`src/rtl/astro_pkg.sv`:
```
// astro_pkg: shared encodings and widths for the game controller and display stage.
//   Exports: SCORE_W, SHOT_W, game_state_t, winner_t, in_game().
package astro_pkg;
    localparam int SCORE_W = 4;
    localparam int SHOT_W = 3;
    typedef enum logic [1:0] {
        QI      = 2'b00,
        QGAME_1 = 2'b01,
        QGAME_2 = 2'b10,
        QDONE   = 2'b11
    } game_state_t;
    typedef enum logic [1:0] {
        WIN_NONE = 2'b00,
        WIN_P1   = 2'b01,
        WIN_P2   = 2'b10
    } winner_t;
    function automatic logic in_game(input game_state_t s);
        return s == QGAME_1 || s == QGAME_2;
    endfunction
endpackage

```
`src/rtl/game_ctrl_turn_timer.sv`:
```
// turn_timer: idle-tick counter that flags a forfeited turn.
//   clk, reset (sync, active-low), tick (game tick strobe), run (count enable),
//   clear (restart count), expired (count reached TIMEOUT_TICKS).
module turn_timer #(
    parameter int TIMEOUT_TICKS = 255
) (
    input  logic clk,
    input  logic reset,
    input  logic tick,
    input  logic run,
    input  logic clear,
    output logic expired
);
    localparam int CW = $clog2(TIMEOUT_TICKS + 1);
    logic [CW-1:0] count;
    assign expired = count == CW'(TIMEOUT_TICKS);
    always_ff @(posedge clk) begin
        if (!reset || clear)
            count <= '0;
        else if (tick && run && !expired)
            count <= count + 1'b1;
    end
endmodule

```
`src/rtl/game_ctrl.sv`:
```
// game_ctrl: two-player turn/score controller for the shooting game.
//   Inputs : clk, reset (sync, active-low), start (switch level), tick,
//            shot_fired, shot_done, hit (one-clk pulses).
//   Outputs: state, p1_score, p2_score, active_player, shots_left, fire_en,
//            turn_reset, winner -- all registered.
//   Option : GAME_CTRL_TURN_TIMER_EN adds an idle-tick forfeit via turn_timer.
module game_ctrl
    import astro_pkg::*;
#(
    parameter int WIN_SCORE      = 10,
    parameter int SHOTS_PER_TURN = 3,
    parameter int TIMEOUT_TICKS  = 255
) (
    input  logic               clk,
    input  logic               reset,
    input  logic               start,
    input  logic               tick,
    input  logic               shot_fired,
    input  logic               shot_done,
    input  logic               hit,
    output logic [1:0]         state,
    output logic [SCORE_W-1:0] p1_score,
    output logic [SCORE_W-1:0] p2_score,
    output logic               active_player,
    output logic [SHOT_W-1:0]  shots_left,
    output logic               fire_en,
    output logic               turn_reset,
    output logic [1:0]         winner
);
    game_state_t        st;
    winner_t            win_r;
    logic               start_q, in_flight;
    logic               accepted, scored, cleared, won, switch_turn, expired, in_flight_next;
    logic [SCORE_W-1:0] cur_score, inc_score;
    logic [SHOT_W-1:0]  shots_next;

    assign state  = st;
    assign winner = win_r;

    // A hit takes precedence over shot_done; both only count while a bullet is in flight.
    always_comb begin
        accepted       = shot_fired && fire_en;
        scored         = hit && in_flight;
        cleared        = (hit || shot_done) && in_flight;
        cur_score      = active_player ? p2_score : p1_score;
        inc_score      = (cur_score >= SCORE_W'(WIN_SCORE)) ? cur_score : cur_score + 1'b1;
        won            = scored && inc_score == SCORE_W'(WIN_SCORE);
        switch_turn    = in_game(st) && shots_left == '0 && !in_flight;
        shots_next     = expired ? '0 : accepted ? shots_left - 1'b1 : shots_left;
        in_flight_next = accepted || (in_flight && !cleared);
    end

`ifdef GAME_CTRL_TURN_TIMER_EN
    turn_timer #(.TIMEOUT_TICKS(TIMEOUT_TICKS)) u_timer (
        .clk     (clk),
        .reset   (reset),
        .tick    (tick),
        .run     (fire_en),
        .clear   (accepted || switch_turn || !in_game(st)),
        .expired (expired)
    );
`else
    localparam int unused_timeout = TIMEOUT_TICKS;
    logic unused_tick;
    assign unused_tick = tick;
    assign expired = 1'b0;
`endif

    always_ff @(posedge clk) begin
        if (!reset) begin
            st            <= QI;
            p1_score      <= '0;
            p2_score      <= '0;
            active_player <= 1'b0;
            shots_left    <= '0;
            in_flight     <= 1'b0;
            fire_en       <= 1'b0;
            turn_reset    <= 1'b0;
            win_r         <= WIN_NONE;
            start_q       <= 1'b1;
        end else begin
            start_q    <= start;
            turn_reset <= 1'b0;
            if (st == QI) begin
                if (start && !start_q) begin
                    st            <= QGAME_1;
                    p1_score      <= '0;
                    p2_score      <= '0;
                    active_player <= 1'b0;
                    shots_left    <= SHOT_W'(SHOTS_PER_TURN);
                    in_flight     <= 1'b0;
                    fire_en       <= 1'b1;
                    turn_reset    <= 1'b1;
                    win_r         <= WIN_NONE;
                end
            end else if (!start) begin
                // Scores and winner stay visible until the next game starts.
                st         <= QI;
                shots_left <= '0;
                in_flight  <= 1'b0;
                fire_en    <= 1'b0;
            end else if (switch_turn) begin
                st            <= (st == QGAME_1) ? QGAME_2 : QGAME_1;
                active_player <= !active_player;
                shots_left    <= SHOT_W'(SHOTS_PER_TURN);
                in_flight     <= 1'b0;
                fire_en       <= 1'b1;
                turn_reset    <= 1'b1;
            end else if (won) begin
                st        <= QDONE;
                win_r     <= active_player ? WIN_P2 : WIN_P1;
                in_flight <= 1'b0;
                fire_en   <= 1'b0;
                if (active_player)
                    p2_score <= inc_score;
                else
                    p1_score <= inc_score;
            end else if (st != QDONE) begin
                if (scored && !active_player)
                    p1_score <= inc_score;
                if (scored && active_player)
                    p2_score <= inc_score;
                shots_left <= shots_next;
                in_flight  <= in_flight_next;
                fire_en    <= shots_next != '0 && !in_flight_next;
            end
        end
    end
endmodule

```
`config.mk`:
```
export PLATFORM = sky130hd
export DESIGN_NAME = game_ctrl
export DESIGN_NICKNAME = d
export VERILOG_FILES = /design/src/rtl/astro_pkg.sv /design/src/rtl/game_ctrl_turn_timer.sv /design/src/rtl/game_ctrl.sv
export SDC_FILE = /design/constraint.sdc
export NUM_CORES = 1
export LEC_CHECK = 0
export ABC_AREA = 1
export CORE_UTILIZATION = 25
export DETAILED_ROUTE_END_ITERATION = 10
export GPL_ROUTABILITY_DRIVEN = 0
export PLACE_DENSITY_LB_ADDON = 0.15
export SETUP_SLACK_MARGIN = 0.1
export SLEW_MARGIN = 15
export SYNTH_ARGS = -nofsm -noshare
export SYNTH_HDL_FRONTEND = slang
export SYNTH_SLANG_ARGS = --single-unit
```
`constraint.sdc`:
```
create_clock -name clk -period 3.5 [get_ports clk]
set_clock_uncertainty 0.2 [all_clocks]
set_input_delay 0.7 -clock clk [delete_from_list [all_inputs] [get_ports clk]]
set_output_delay 0.7 -clock clk [all_outputs]
set_load 0.01 [all_outputs]
```
==> impl_metrics.json <==
{
  "max-vdd-ir-drop_mv": 0.227,
  "yosysMostFrequentCell": "nand2_1",
  "nFillCells": 566,
  "crit_chain": "inv_2 -> nand2_1 -> nand2_1 -> inv_1 -> ha_1 -> inv_1 -> nand3_2 -> nand2_4 -> nand2_1 -> nand2_1 -> nand2_2 -> nand3_4 -> nand3_4 -> nand2_4 -> clkinv_2 -> nor2_1 -> nor2_1",
  "antenna_left": 0,
  "drt_iter0_markers": 46,
  "drive_gt1_share_pct": 13.3,
  "rows": 25,
  "synth_nets": 208,
  "groute.usage.overall_pct": 12.3,
  "dpl_cell_area_um2": 1610,
  "vias": 1231,
  "p_leak_nw": 0.715,
  "slew_viol_final": 0,
  "postLayoutCellArea_um2": 1690,
  "setup_viol": 0,
  "cap_violations": 0,
  "grt_antenna_before_repair": 0,
  "synth_cell_types": 27,
  "synth.avg_cell_area_um2": 6.78,
  "hold-path-cell-count": 2,
  "hold_ws_ns": 0.266,
  "syn2layout_area_growth_pct": 28.8,
  "diodes": 0,
  "dpl.cell_count": 281,
  "overflow": 0,
  "viasPerCell": 4.32,
  "cellPowerDensity_nw_per_um2": 569,
  "synth_cells": 193,
  "yosysSeqAreaShare_pct": 30.6,
  "rr_endpoint": "p1_score[3]",
  "cts.sinks": 20,
  "pin_count": 25,
  "syn_area_um2": 1310,
  "crit_fanout": 7,
  "cts_tree": "built",
  "clk_latency_ns": 0.26,
  "synth_area_leaders": "dfxtp_1, nand2_1, inv_1, ha_1, nor2_1",
  "clk_root_buffer_cell": "clkbuf_8",
  "post-dp-hpwl_mm": 2.46,
  "synth_edf_count": 0,
  "dieWidth_um": 74.4,
  "finalNetCount": 234,
  "required_ns": 3.46,
  "status": "completed",
  "hold_viol_final": 0,
  "die_h_um": 74.4,
  "start_util_pct": 26.8,
  "path_delay_family": "simple AND/OR/NAND/NOR gates",
  "portBuffers": 23,
  "route.detailed.drc": 0,
  "period_needed_ns": 2.38,
  "cp-start-kind": "register",
  "grt_pass1_vias": 1165,
  "fmax_mhz": 420,
  "setup_tns_ns": 0,
  "cp.buffers_inverters": 4,
  "r2r_start": "active_player",
  "post_cts_buffers": 0,
  "cts_buffers": 3,
  "core-area_um2": 4880,
  "crit_top_cell": "nand2_1",
  "period_share_pct": 68.0,
  "grt_max_degree": 13,
  "cts_resized": 0,
  "drt_wl_total_mm": 3.08,
  "die_area_um2": 5530,
  "drt_first_pass_iters": 4,
  "ys.flop_type": "dfxtp_1",
  "hp-class": "reg -> reg",
  "cp-end-kind": "register",
  "ys_ff_latch": 20,
  "synth_top_area_share_pct": 30.6,
  "finalNonFillerCells": 285,
  "rsz0062_at_grt": "false",
  "path_class": "reg -> reg",
  "yosysWarnings": 0,
  "hold_buffers": 0,
  "finalPower_w": 0.000960,
  "h-tree-depth": 1,
  "synthTopCellsByCount": "nand2_1, inv_1, nor2_1",
  "reg2regPathDepth": 17,
  "maxSlewHeadroom_pct": 58.6,
  "ys_async_sr_fraction_pct": 0,
  "hold_path.startpoint": "winner[1]",
  "synth.largest_area_cell": "dfxtp_1",
  "grt_pass1_wl_mm": 5.25,
  "rrSetupSlack_ns": 1.12,
  "crit_slowest_cell": "dfxtp_1",
  "tightest_slew_ns": 0.615,
  "slowest_delay_ns": 0.39,
  "wl_per_cell_um": 10.8,
  "clkSlewWorstSetupHoldPaths_ns": 0.08,
  "clk_path_buf_depth": 2,
  "whs_endpoint": "winner[1]",
  "cp.arrival_ns": 2.34
}
[flip-flops by register name (all words and copies together), names as in the netlist]
name / flops
p1_score: 4
p2_score: 4
shots_left: 3
state: 2
winner: 2
active_player: 1
fire_en: 1
in_flight: 1
start_q: 1
turn_reset: 1
[layer usage]
| layer | GRT usage, % | routed length [µm] | vias to the layer above | part of all wire [%] |
|---|---|---|---|---|
| met5 | 0 | 0 | - | 0 |
| met4 | 2.52 | 18 | 0 | 0.59 |
| met3 | 2.85 | 98 | 2 | 3.2 |
| met2 | 20.3 | 1440 | 19 | 47 |
| met1 | 16.6 | 1520 | 551 | 49 |
| li1 | - | - | 659 | - |
[worst reg2reg max path, delay by kind of cell (launching register included)]
kind	cells	cell delay, ns
buffers and inverters	4	0.41
DFF	1	0.39
and+or+nand+nor	12	1.10
adders and majority gates	1	0.18
[logic make-up after synthesis]
kind of cell | after synthesis | share of synthesized area (%)
xor+xnor | 2 | 1.34
compound gates | 34 | 14.8
simple gates | 92 | 34.8
fa+ha+maj | 8 | 7.65
flops | 20 | 30.6
buf+inv | 37 | 10.8
[where the power goes]
group          internal (W)  leakage (nW)  switching (W)
sequential         0.000265         0.164      0.0000332
combinational      0.000168         0.516       0.000258
clock              0.000153        0.0357      0.0000831
[final cells by class]
type	count	area [µm²]	area share, %
clock buffers	3	41.3	2.45
inverters	35	133	7.87
repair buffers	23	230	13.7
flip-flops and latches	20	400	23.8
well taps	67	83.8	4.97
multi-input cells	136	767	45.5
clock inverters	1	30.0	1.78
[stage by stage]
stage                     util [%]  worst slack [ns]
final                         34.5              1.12
after global routing          34.5             0.866
after CTS                     34.5              1.08
after detailed placement      33.1             0.938
after global placement        33.1             0.943
after floorplan                  -              1.36
[cell usage in the layout (no fill, tap or decap)]
cell / Yosys / routed
inv_1: 29 / 29
nand2_1: 38 / 38
nand3_2: 3 / 3
dfxtp_1: 20 / 20
nand2_4: 2 / 2
inv_2: 4 / 4
bufinv_16: 0 / 1
a21oi_2: 1 / 1
clkbuf_8: 0 / 3
o31ai_1: 2 / 2
ha_1: 8 / 8
o21ai_1: 7 / 7
nand3_4: 2 / 2
clkdlybuf4s50_1: 0 / 23
a211oi_1: 1 / 1
clkinv_1: 1 / 1
nand2_2: 9 / 9
o21ai_0: 8 / 8
o21ai_2: 1 / 1
a21oi_1: 12 / 12
a31oi_1: 1 / 1
nor2_4: 1 / 1
a211oi_2: 1 / 1
xor2_1: 2 / 2
nand4_1: 3 / 3
nand3_1: 9 / 9
nor2_1: 25 / 25
clkinv_2: 1 / 1
[worst max-delay path by stage]
stage,slack [ns],start,endpoint,depth (start not counted)
after floorplan,1.36,active_player,p1_score[0],17
after global placement,0.94,start,p2_score[1],6
after detailed placement,0.94,start,p1_score[1],8
after CTS,1.08,active_player,p1_score[1],16
after global routing,0.87,active_player,p1_score[0],17
final,1.12,active_player,p1_score[3],17
No activity file was read; power rests on OpenSTA's default activity.
